`src/rtl/csi2_delay_calib.sv`:
```
// csi2_delay_calib: sweeps a common IDELAY tap over all DPHY lanes, scores each tap by packet
// errors and applies the centre of the widest clean window. Option macro: CSI2_CALIB_CORR_AS_ERR_EN.
module csi2_delay_calib #(
   parameter int DATA_LANES    = 2,
   parameter int TAPS          = 32,
   parameter int WINDOW_FRAMES = 4,
   parameter int SETTLE_CYCLES = 16,
   parameter int FRAME_TIMEOUT = 2000000
) (
   input  logic                       clk_i,
   input  logic                       rst_i,
   input  logic                       start_i,
   input  logic [DATA_LANES-1:0][4:0] skew_i,
   input  logic                       frame_start_i,
   input  logic                       header_err_i,
   input  logic                       corr_header_err_i,
   input  logic                       crc_err_i,
   output logic                       enable_o,
   output logic                       delay_act_o,
   output logic [DATA_LANES-1:0][4:0] lane_delay_o,
   output logic                       busy_o,
   output logic                       done_o,
   output logic                       fail_o,
   output logic [4:0]                 best_tap_o,
   output logic [5:0]                 best_len_o
);
   localparam int SC_W = $clog2(SETTLE_CYCLES + 1);
   localparam int FC_W = $clog2(WINDOW_FRAMES + 1);
   localparam int TO_W = $clog2(FRAME_TIMEOUT + 1);
   localparam logic [4:0] LAST_TAP = 5'(TAPS - 1);

   typedef enum logic [3:0] {IDLE, APPLY, SETTLE, SYNC, MEASURE, EVAL, FINISH, DONE, FAILED} state_t;
   state_t state, state_next;

   logic [DATA_LANES-1:0][4:0] skew_q;
   logic [4:0]      tap;
   logic [SC_W-1:0] settle_cnt;
   logic [TO_W-1:0] timeout_cnt;
   logic [FC_W-1:0] frame_cnt;
   logic [7:0]      err_cnt;
   logic            timed_out;
   logic [4:0]      cur_start, best_start;
   logic [5:0]      cur_len, best_len;

   logic       err_hit, settle_done, to_expired, last_frame, tap_good;
   logic [5:0] len_upd, best_len_m1;
   logic [4:0] start_upd, final_tap;

   // Per-lane tap = common tap plus static skew, clipped at the top of the IDELAY range.
   function automatic logic [DATA_LANES-1:0][4:0] lane_taps(input logic [4:0] t,
                                                             input logic [DATA_LANES-1:0][4:0] sk);
      logic [5:0] sum;
      for (int l = 0; l < DATA_LANES; l++) begin
         sum = {1'b0, t} + {1'b0, sk[l]};
         lane_taps[l] = sum[5] ? 5'd31 : sum[4:0];
      end
   endfunction

   always_comb begin
`ifdef CSI2_CALIB_CORR_AS_ERR_EN
      err_hit = header_err_i | corr_header_err_i | crc_err_i;
`else
      err_hit = (header_err_i & ~corr_header_err_i) | crc_err_i;
`endif
      settle_done = (settle_cnt == SC_W'(SETTLE_CYCLES - 1));
      to_expired  = (timeout_cnt == TO_W'(FRAME_TIMEOUT - 1));
      last_frame  = (frame_cnt == FC_W'(WINDOW_FRAMES - 1));
      tap_good    = ~timed_out & (err_cnt == 8'd0);
      len_upd     = tap_good ? cur_len + 6'd1 : cur_len;
      start_upd   = (tap_good && cur_len == 6'd0) ? tap : cur_start;
      best_len_m1 = best_len - 6'd1;
      final_tap   = (best_len != 6'd0) ? best_start + 5'(best_len_m1 >> 1) : 5'd0;
   end

   always_ff @(posedge clk_i) begin
      if (rst_i) state <= IDLE;
      else       state <= state_next;
   end

   always_comb begin
      state_next = state;
      case (state)
         IDLE, DONE, FAILED: if (start_i) state_next = APPLY;
         APPLY:   state_next = SETTLE;
         SETTLE:  if (settle_done) state_next = SYNC;
         SYNC: begin
            if (frame_start_i)   state_next = MEASURE;
            else if (to_expired) state_next = EVAL;
         end
         MEASURE: begin
            if (frame_start_i) begin
               if (last_frame) state_next = EVAL;
            end else if (to_expired) begin
               state_next = EVAL;
            end
         end
         EVAL:    state_next = (tap == LAST_TAP) ? FINISH : APPLY;
         FINISH:  state_next = (best_len != 6'd0) ? DONE : FAILED;
         default: state_next = IDLE;
      endcase
   end

   // Datapath and registered outputs; lane_delay_o only ever moves together with delay_act_o.
   always_ff @(posedge clk_i) begin
      if (rst_i) begin
         skew_q       <= '0;
         tap          <= '0;
         settle_cnt   <= '0;
         timeout_cnt  <= '0;
         frame_cnt    <= '0;
         err_cnt      <= '0;
         timed_out    <= 1'b0;
         cur_start    <= '0;
         cur_len      <= '0;
         best_start   <= '0;
         best_len     <= '0;
         enable_o     <= 1'b0;
         delay_act_o  <= 1'b0;
         lane_delay_o <= '0;
         busy_o       <= 1'b0;
         done_o       <= 1'b0;
         fail_o       <= 1'b0;
         best_tap_o   <= '0;
         best_len_o   <= '0;
      end else begin
         delay_act_o <= 1'b0;
         enable_o    <= state_next inside {SYNC, MEASURE, EVAL, FINISH, DONE, FAILED};
         busy_o      <= !(state_next inside {IDLE, DONE, FAILED});
         done_o      <= (state_next == DONE);
         fail_o      <= (state_next == FAILED);
         case (state)
            IDLE, DONE, FAILED: begin
               if (start_i) begin
                  tap          <= '0;
                  skew_q       <= skew_i;
                  cur_start    <= '0;
                  cur_len      <= '0;
                  best_start   <= '0;
                  best_len     <= '0;
                  lane_delay_o <= lane_taps(5'd0, skew_i);
                  delay_act_o  <= 1'b1;
               end
            end
            APPLY: begin
               settle_cnt  <= '0;
               timeout_cnt <= '0;
               timed_out   <= 1'b0;
            end
            SETTLE: settle_cnt <= settle_cnt + SC_W'(1);
            SYNC: begin
               if (frame_start_i) begin
                  frame_cnt   <= '0;
                  err_cnt     <= '0;
                  timeout_cnt <= '0;
               end else if (to_expired) begin
                  timed_out <= 1'b1;
               end else begin
                  timeout_cnt <= timeout_cnt + TO_W'(1);
               end
            end
            MEASURE: begin
               if (err_hit && err_cnt != 8'hFF) err_cnt <= err_cnt + 8'd1;
               if (frame_start_i) begin
                  frame_cnt   <= frame_cnt + FC_W'(1);
                  timeout_cnt <= '0;
               end else if (to_expired) begin
                  timed_out <= 1'b1;
               end else begin
                  timeout_cnt <= timeout_cnt + TO_W'(1);
               end
            end
            EVAL: begin
               // A bad tap or the end of the sweep closes the running window.
               if (!tap_good || tap == LAST_TAP) begin
                  if (len_upd > best_len) begin
                     best_len   <= len_upd;
                     best_start <= start_upd;
                  end
                  cur_len <= '0;
               end else begin
                  cur_len   <= len_upd;
                  cur_start <= start_upd;
               end
               if (tap != LAST_TAP) begin
                  tap          <= tap + 5'd1;
                  lane_delay_o <= lane_taps(tap + 5'd1, skew_q);
                  delay_act_o  <= 1'b1;
               end
            end
            FINISH: begin
               tap          <= final_tap;
               best_tap_o   <= final_tap;
               best_len_o   <= best_len;
               lane_delay_o <= lane_taps(final_tap, skew_q);
               delay_act_o  <= 1'b1;
            end
            default: ;
         endcase
      end
   end
endmodule

```
`config.mk`:
```
export PLATFORM = sky130hd
export DESIGN_NAME = csi2_delay_calib
export DESIGN_NICKNAME = d
export VERILOG_FILES = /design/src/rtl/csi2_delay_calib.sv
export SDC_FILE = /design/constraint.sdc
export NUM_CORES = 1
export LEC_CHECK = 0
export CORE_MARGIN = 2
export CORE_UTILIZATION = 55
export CTS_CLUSTER_DIAMETER = 150
export DETAILED_ROUTE_END_ITERATION = 10
export GPL_TIMING_DRIVEN = 0
export PLACE_DENSITY = 0.87
export SLEW_MARGIN = 20
export SYNTH_ARGS = -nofsm -noshare
export SYNTH_HDL_FRONTEND = slang
export SYNTH_SLANG_ARGS = --single-unit
export TNS_END_PERCENT = 30
```
`constraint.sdc`:
```
create_clock -name clk_i -period 4.9 [get_ports clk_i]
set_input_delay 0.735 -clock clk_i [delete_from_list [all_inputs] [get_ports clk_i]]
set_output_delay 0.735 -clock clk_i [all_outputs]
set_load 0.01 [all_outputs]
```
==> run metrics, run 1 <==
status=finished clean; Area after DPL=6960 sq um; share of the synthesized area in the top cell type=33.0%; Rows=39; Max Cap Viol=0; Synth Register Bits=105; EDFF count, synth=0; slowest CP cell=fa_1; Syn Nets=836; Setup crit end kind=flop; final setup margin=1.26 ns; Final #Nets=889; CP cell instances=inv_1 -> ha_1 -> inv_1 -> ha_1 -> fa_1 -> a21o_1 -> a21oi_1 -> xnor3_1 -> nor2_1 -> ha_1 -> inv_1 -> nor2_1 -> o41ai_1 -> a311oi_1; hold path cells=2; RSZ-0062 raised after global routing=false; clk_skew=0.0136 ns; cell taking the most area after synthesis=dfxtp_1; Setup Viol. Count Final=0; Vias=5810; GRT Total Usage=26.0%; total die area=12400 sq um; met2 GRT Util=43.1%; most frequent cells in the layout=dfxtp_1, nor2_1, nand2_1; post-synthesis cell area=6360 sq um; WP data arrival=3.86 ns; period utilization=74.2%; worst r2r src=best_len[0]$_SDFFE_PP0P_; reg2reg end=lane_delay_o[7]$_SDFFE_PP0P_; worst setup path category=reg -> reg; first-pass GRT wire length=26.4 mm; drt wl/cell=16.3 um; Sink Count=105; clk_lat worst skew=0.36 ns; design area=7260 sq um; synth unique cells=76; P per Cell Area=261 nW/um^2; CTS Buf Count=9; Ys Warns=0; Area growth, synth to finish=14.1%; Buf/Inv on CP=3; crit start category=flop; Hold Path Class=reg -> reg; setup_tns=0 ns; most common cell after layout, fill and taps aside=dfxtp_1; ant diodes=0; post-place setup slack=1.25 ns; Synth area leaders=dfxtp_1, ha_1, nor2_1, nand2_1, a21oi_1; Seq/Total Area, Yosys=33.0%; total power=1.89 mW; layout cell share with drive strength beyond 1=7.12%; First DRT Iteration DRCs=500; Worst R2R Setup Slack=1.26 ns; Worst Tran Pin Value=0.760 ns; GRT met1 Usage=33.4%; Final GP Congestion=0.936; final WL=15.8 mm; total grt overflow=0; Initial Util=56.0%; most used routing layer=met2; crit-path leading delay family=adder cells; vias in the first global route=5477; Worst slew margin=49.3%; via-per-instance ratio=5.98; pin count of the biggest net entering global routing=19; Critical Path Max Stage Delay=0.42 ns; Synth async-reset ratio=0%; clk slew on worst S/H paths=0.08 ns; worst-case reg-to-reg path depth=14; worst hold slack=0.455 ns; H-tree levels=3; Ports=43; hold path startpoint=best_len_o[2]$_SDFFE_PP0P_; final core utilization=63.8%; CTS Hold Buffers Added=0; Post-CTS Setup Bufs=0; Pleak=2.89 nW; Cells after Synth=771; Chip Width=112 um; Max Buffers Root-to-Sink=2; main flop type after synthesis=dfxtp_1; Max VDD drop=0.297 mV; fmax=275 MHz; Cells after DPL=956; non-filler cells, final=972; drt first pass iters=5; die height=112 um; final hold violations=0; DP HPWL=11.8 mm; Final Max Slew Viols=0; Resized cells post-CTS=0; CP Data Required Time=5.12 ns; Syn Area/Cell=8.25 sq um; DRC errors left=0; post-route ant nets=0; min cycle time layout=3.64 ns; CORE AREA=11400 sq um; crit path max fanout=5; root buf cell=clkbuf_16; hold worst-path end=best_len_o[2]$_SDFFE_PP0P_; initial antenna violation count=0; TritonCTS clock tree=yes; met3 Use GR=5.06%; Port Buffers=42
==> state kept, by name (all words and copies together) (netlist names) <==
| signal | flops |
|---|---|
| state | 4 |
| err_cnt | 8 |
| best_tap_o | 5 |
| enable_o | 1 |
| skew_q | 10 |
| lane_delay_o | 10 |
| done_o | 1 |
| settle_cnt | 5 |
| best_start | 5 |
| delay_act_o | 1 |
| timeout_cnt | 21 |
| timed_out | 1 |
| cur_start | 5 |
| best_len_o | 6 |
| frame_cnt | 3 |
| tap | 5 |
| fail_o | 1 |
| busy_o | 1 |
| cur_len | 6 |
| best_len | 6 |
==> tightest hold or removal path: stages, from the launching register on <==
cell	delay [ns]
dfxtp_1	0.31
nand2_1	0.05
a21oi_1	0.05
==> synth_stat cells (3+ instances only) <==
master / number
o41ai_1: 3
fa_1: 5
buf_2: 9
xor2_1: 26
o21ai_0: 33
xnor2_1: 14
a22oi_1: 7
nand4_1: 19
nor4b_2: 3
ha_1: 43
nand2b_1: 5
and3_1: 14
nor2_1: 98
nand3_2: 3
dfxtp_1: 105
and4_1: 4
inv_1: 28
a21oi_1: 60
a41oi_1: 3
a211oi_1: 8
a22o_1: 5
nand2_1: 81
a31oi_1: 9
nor3_1: 14
mux2i_1: 11
and2_1: 4
a21o_1: 17
clkbuf_1: 16
o21a_1: 5
a311oi_1: 11
a2bb2oi_1: 3
nor4b_1: 4
o221ai_1: 3
nor2_2: 3
nand3b_1: 4
nor3_2: 4
o31ai_1: 7
buf_4: 3
nand3_1: 23
nor2b_1: 12
or2_2: 3
==> layer usage <==
layer	vias to the layer above	share of wire [%]
li1	2872	-
met1	2710	44
met2	191	47
met3	37	5.9
met4	0	2.8
met5	-	0
==> final cells by class <==
class                   instances  area (sq um)
fillers                       956          4110
multi-input cells             605          3990
flip-flops and latches        105          2100
repair buffers                 42           420
clock buffers                  11           253
well taps                     143           179
plain buffers                  31           154
inverters                      30           113
clock inverters                 5          43.8
==> where the power goes <==
| part | switching [mW] | total (mW) | internal [mW] |
|---|---|---|---|
| clock | 0.348 | 0.730 | 0.382 |
| sequential | 0.0215 | 0.898 | 0.876 |
| combinational | 0.157 | 0.264 | 0.108 |
| total | 0.527 | 1.89 | 1.37 |
==> worst max-delay path by stage <==
stage	to	slack, ns	from	depth (start not counted)
after floorplan	lane_delay_o[2]$_SDFFE_PP0P_	1.79	best_len[0]$_SDFFE_PP0P_	14
after CTS	lane_delay_o[7]$_SDFFE_PP0P_	1.24	best_len[0]$_SDFFE_PP0P_	14
after global placement	lane_delay_o[7]$_SDFFE_PP0P_	1.35	best_len[1]$_SDFFE_PP0P_	14
after detailed placement	lane_delay_o[7]$_SDFFE_PP0P_	1.25	best_len[0]$_SDFFE_PP0P_	14
after global routing	lane_delay_o[7]$_SDFFE_PP0P_	1.09	best_len[0]$_SDFFE_PP0P_	14
final	lane_delay_o[7]$_SDFFE_PP0P_	1.26	best_len[0]$_SDFFE_PP0P_	14
==> logic make-up after synthesis <==
logic type,count (synthesis),synth area share (%)
and+or+nand+nor,311,24.5
AOI/OAI and AO/OA,194,20.6
DFF,105,33.0
buffers and inverters,61,4.19
adders and majority gates,48,10.0
xor gates and xnor gates,41,5.86
muxes,11,1.73
Note: power is estimated with default switching activity, not from simulation.
==> run 2, diff against run 1 <==
- CORE_UTILIZATION: 55 -> 54
- PLACE_DENSITY: 0.87 -> 0.89
- clock period: 4.9 -> 3 ns (I/O delays scaled with it)
==> run metrics, run 2 (synthesized netlist as in run 1, its figures left out) <==
Sink Count=105; initial antenna violation count=0; reg2reg end=lane_delay_o[4]$_SDFFE_PP0P_; min cycle time layout=3.30 ns; Pleak=3.04 nW; GRT met1 Usage=33.1%; CTS Buf Count=9; pin count of the biggest net entering global routing=18; hold path startpoint=best_len_o[0]$_SDFFE_PP0P_; CTS Hold Buffers Added=0; First DRT Iteration DRCs=658; via-per-instance ratio=6.34; Worst Tran Pin Value=0.798 ns; hold worst-path end=best_len_o[0]$_SDFFE_PP0P_; met3 Use GR=6.70%; CP Data Required Time=3.22 ns; crit start category=flop; most used routing layer=met2; Rows=39; crit path max fanout=7; post-route ant nets=0; fmax=303 MHz; worst r2r src=best_len[2]$_SDFFE_PP0P_; worst setup path category=reg -> reg; vias in the first global route=5902; period utilization=110%; final setup margin=-0.304 ns; final core utilization=67.4%; Max Buffers Root-to-Sink=2; met2 GRT Util=45.8%; Reg with most FFs=timeout_cnt; Vias=6282; Worst slew margin=46.8%; clk slew on worst S/H paths=0.08 ns; failing checks=negative setup slack; Worst R2R Setup Slack=-0.30 ns; CORE AREA=11500 sq um; Max Cap Viol=0; RSZ-0062 raised after global routing=true; drt wl/cell=18.7 um; total power=3.14 mW; TritonCTS clock tree=yes; Setup crit end kind=flop; Initial Util=55.5%; GRT Total Usage=27.4%; max reg flops=21; hold path cells=2; total die area=12700 sq um; Area growth, synth to finish=21.6%; die height=113 um; total grt overflow=0; layout cell share with drive strength beyond 1=15.9%; Final Max Slew Viols=0; Final GP Congestion=0.928; drt first pass iters=6; clk_skew=0.0112 ns; Max VDD drop=0.523 mV; DRC errors left=0; first-pass GRT wire length=28.3 mm; P per Cell Area=406 nW/um^2; DP HPWL=12.1 mm; clk_lat worst skew=0.36 ns; root buf cell=clkbuf_16; worst-case reg-to-reg path depth=11; most frequent cells in the layout=dfxtp_1, nor2_1, nand2_1; Port Buffers=42; Hold Path Class=reg -> reg; Final #Nets=908; most common cell after layout, fill and taps aside=dfxtp_1; Setup Viol. Count Final=10; Chip Width=113 um; H-tree levels=3; ant diodes=0; Ports=43; post-place setup slack=-0.311 ns; Area after DPL=6970 sq um; Largest regs=timeout_cnt x21, lane_delay_o x10, skew_q x10; status=finished with violations; final WL=18.5 mm; final hold violations=0; design area=7730 sq um; WP data arrival=3.53 ns
-- run 2: cell types whose count changed in the layout (fill, tap and decap cells not counted), sizes merged --
cell      previous run  this run
buf                 15        34
clkinvlp             0         3
inv                 33        30
bufinv               0         1
clkbuf              27        26
-- run 2: power breakdown --
| part | switching [mW] | internal, mW | total (mW) |
|---|---|---|---|
| registers | 0.0366 | 1.43 | 1.47 |
| clock network | 0.551 | 0.649 | 1.20 |
| logic | 0.285 | 0.188 | 0.473 |
-- run 2: worst max-delay path by stage --
stage                                        start                      endpoint  slack, ns  cells after the start
after global placement    best_len[1]$_SDFFE_PP0P_  lane_delay_o[2]$_SDFFE_PP0P_      -0.30                     14
after floorplan           best_len[1]$_SDFFE_PP0P_  lane_delay_o[2]$_SDFFE_PP0P_       0.07                     14
after detailed placement  best_len[1]$_SDFFE_PP0P_  lane_delay_o[7]$_SDFFE_PP0P_      -0.31                     14
after global routing      best_len[1]$_SDFFE_PP0P_  lane_delay_o[8]$_SDFFE_PP0P_      -0.32                     14
final                     best_len[2]$_SDFFE_PP0P_  lane_delay_o[4]$_SDFFE_PP0P_      -0.30                     11
after CTS                 best_len[1]$_SDFFE_PP0P_  lane_delay_o[9]$_SDFFE_PP0P_      -0.01                     14
-- run 2: per-stage QoR --
stage               hold slack (ns)  TNS (ns)  cells
finish                        0.455     -1.61    991
CTS                           0.456   -0.0313    983
global placement              0.444     -2.86    956
global route                  0.470     -2.79    991
floorplan                     0.448         0    771
detailed placement            0.446     -3.57    956
-- run 2: layer usage --
layer  vias to the layer above  share of wire [%]
li1                       2919                  -
met3                       100                7.8
met5                         -                  0
met1                      2909                 39
met4                         0                5.5
met2                       354                 48
-- run 2: layout make-up --
| class | instances | area [sq um] |
|---|---|---|
| inverter | 30 | 125 |
| timing repair buffer | 61 | 563 |
| multi-input combinational | 605 | 4310 |
| buffer | 31 | 154 |
| clock buffer | 10 | 229 |
| fill | 851 | 3730 |
| sequential | 105 | 2110 |
| clock inverter | 6 | 66.3 |
| tap | 143 | 179 |
-- run 2: repair_timing --
item / 4_1_cts / 5_1_grt
cloned: 0 / 0
gates resized for setup: 42 / 44
pin swaps: 22 / 38
buffers inserted: 11 / 8
endpoints found under the setup margin: 21 / 21
-- run 2: worst max-delay path, cell delays in order, from the launching register on --
cell and delay, ns:
dfxtp_1 0.41, nor3_2 0.41, and3_1 0.25, clkbuf_1 0.46, nor2_2 0.14, ha_1 0.38, nor2b_1 0.24, o21ai_1 0.14
nor3_2 0.21, a21oi_1 0.07, o31ai_1 0.33, a311oi_1 0.15
==> run 3, diff against run 2 <==
- RECOVER_POWER: not set -> 50
==> run metrics, run 3 (synthesized netlist as in run 1, its figures left out) <==
status=finished with violations; failing checks=negative setup slack; most common cell after layout, fill and taps aside=dfxtp_1; Final #Nets=908; Pleak=3.10 nW; ant diodes=0; pin count of the biggest net entering global routing=18; First DRT Iteration DRCs=634; Setup crit end kind=flop; final core utilization=67.3%; WP data arrival=3.48 ns; slowest CP cell=clkbuf_1; setup_tns=-1.70 ns; CTS Buf Count=9; final hold violations=0; Largest regs=timeout_cnt x21, lane_delay_o x10, skew_q x10; Chip Width=113 um; Cells after DPL=956; CP cell instances=nor3_2 -> and3_1 -> clkbuf_1 -> nor2_2 -> ha_1 -> nor2b_1 -> o21ai_1 -> nor3_2 -> a21oi_1 -> o31ai_1 -> a311oi_1; Max Buffers Root-to-Sink=2; design area=7720 sq um; total grt overflow=0; post-place setup slack=-0.311 ns; DRC errors left=0; Reg with most FFs=timeout_cnt; most frequent cells in the layout=dfxtp_1, nor2_1, nand2_1; GRT Total Usage=27.4%; drt first pass iters=7; Critical Path Max Stage Delay=0.44 ns; DP HPWL=12.1 mm; Ports=43; drt wl/cell=18.7 um; Worst slew margin=45.4%; total power=3.13 mW; Worst Tran Pin Value=0.808 ns; Initial Util=55.5%; worst hold slack=0.452 ns; period utilization=108%; via-per-instance ratio=6.33; final setup margin=-0.253 ns; Hold Path Class=reg -> reg; max reg flops=21; vias in the first global route=5902; root buf cell=clkbuf_16; Area after DPL=6970 sq um; die height=113 um; worst r2r src=best_len[2]$_SDFFE_PP0P_; Area growth, synth to finish=21.3%; total die area=12700 sq um; Rows=39; Final GP Congestion=0.928; clk_lat worst skew=0.36 ns; Setup Viol. Count Final=10; Port Buffers=42; crit start category=flop; CP Data Required Time=3.22 ns; post-route ant nets=0; clk slew on worst S/H paths=0.07 ns; CORE AREA=11500 sq um; Max Cap Viol=0; clk_skew=0.00891 ns; H-tree levels=3; initial antenna violation count=0; first-pass GRT wire length=28.3 mm; P per Cell Area=406 nW/um^2; crit-path leading delay family=simple AND/OR/NAND/NOR gates; Buf/Inv on CP=1; Setup crit start=best_len[2]$_SDFFE_PP0P_; Sink Count=105; Max VDD drop=0.513 mV; final WL=18.5 mm; Final Max Slew Viols=0; min cycle time layout=3.25 ns; fmax=307 MHz; crit path max fanout=7; hold path startpoint=best_len_o[0]$_SDFFE_PP0P_; Critical Path Most Common Cell=nor3_2; TritonCTS clock tree=yes; layout cell share with drive strength beyond 1=15.3%; CTS Hold Buffers Added=0; non-filler cells, final=991; RSZ-0062 raised after global routing=true; worst setup path category=reg -> reg; Vias=6270
-- run 3: changes by cell type in the layout (fill, tap and decap cells not counted), sizes merged --
cell,before,now
clkbuf,26,28
clkdlybuf4s50,42,15
buf,34,32
dlygate4sd3,0,27
-- run 3: tightest hold or removal path, cell delays in order (launching register included) --
cell and delay [ns]:
dfxtp_1 0.31, nand2_1 0.05, a21oi_1 0.05
-- run 3: what timing repair did --
action / 4_1_cts / 5_1_grt
buffers inserted: 11 / 8
hold endpoints to repair: 0 / 0
gates resized for setup: 42 / 44
pin swaps: 22 / 38
setup endpoints to repair: 21 / 21
-- run 3: final timing paths --
check / endpoint / slack [ns] / depth (start not counted)
max: lane_delay_o[4]$_SDFFE_PP0P_ / -0.25 / 11
min: best_len_o[0]$_SDFFE_PP0P_ / 0.45 / 2
max reg2reg: lane_delay_o[4]$_SDFFE_PP0P_ / -0.25 / 11
min reg2reg: best_len_o[0]$_SDFFE_PP0P_ / 0.45 / 2
-- run 3: where the power goes --
group	leakage, nW	switching, mW	internal (mW)
clock	0.135	0.554	0.649
combinational	2.12	0.285	0.180
sequential	0.853	0.0358	1.43
-- run 3: final cells by class --
| cell class | count | area [sq um] |
|---|---|---|
| inverters | 30 | 125 |
| well taps | 143 | 179 |
| fillers | 855 | 3750 |
| flip-flops and latches | 105 | 2110 |
| plain buffers | 31 | 151 |
| multi-input cells | 605 | 4300 |
| clock buffers | 10 | 229 |
| repair buffers | 61 | 563 |
| clock inverters | 6 | 66.3 |
-- run 3: routing by layer --
metal | track usage [%] | vias up | part of all wire, %
met5 | 0 | - | 0
met4 | 13.1 | 0 | 5.4
met3 | 6.70 | 94 | 7.7
met2 | 45.8 | 333 | 48
met1 | 33.1 | 2929 | 39
li1 | - | 2914 | -
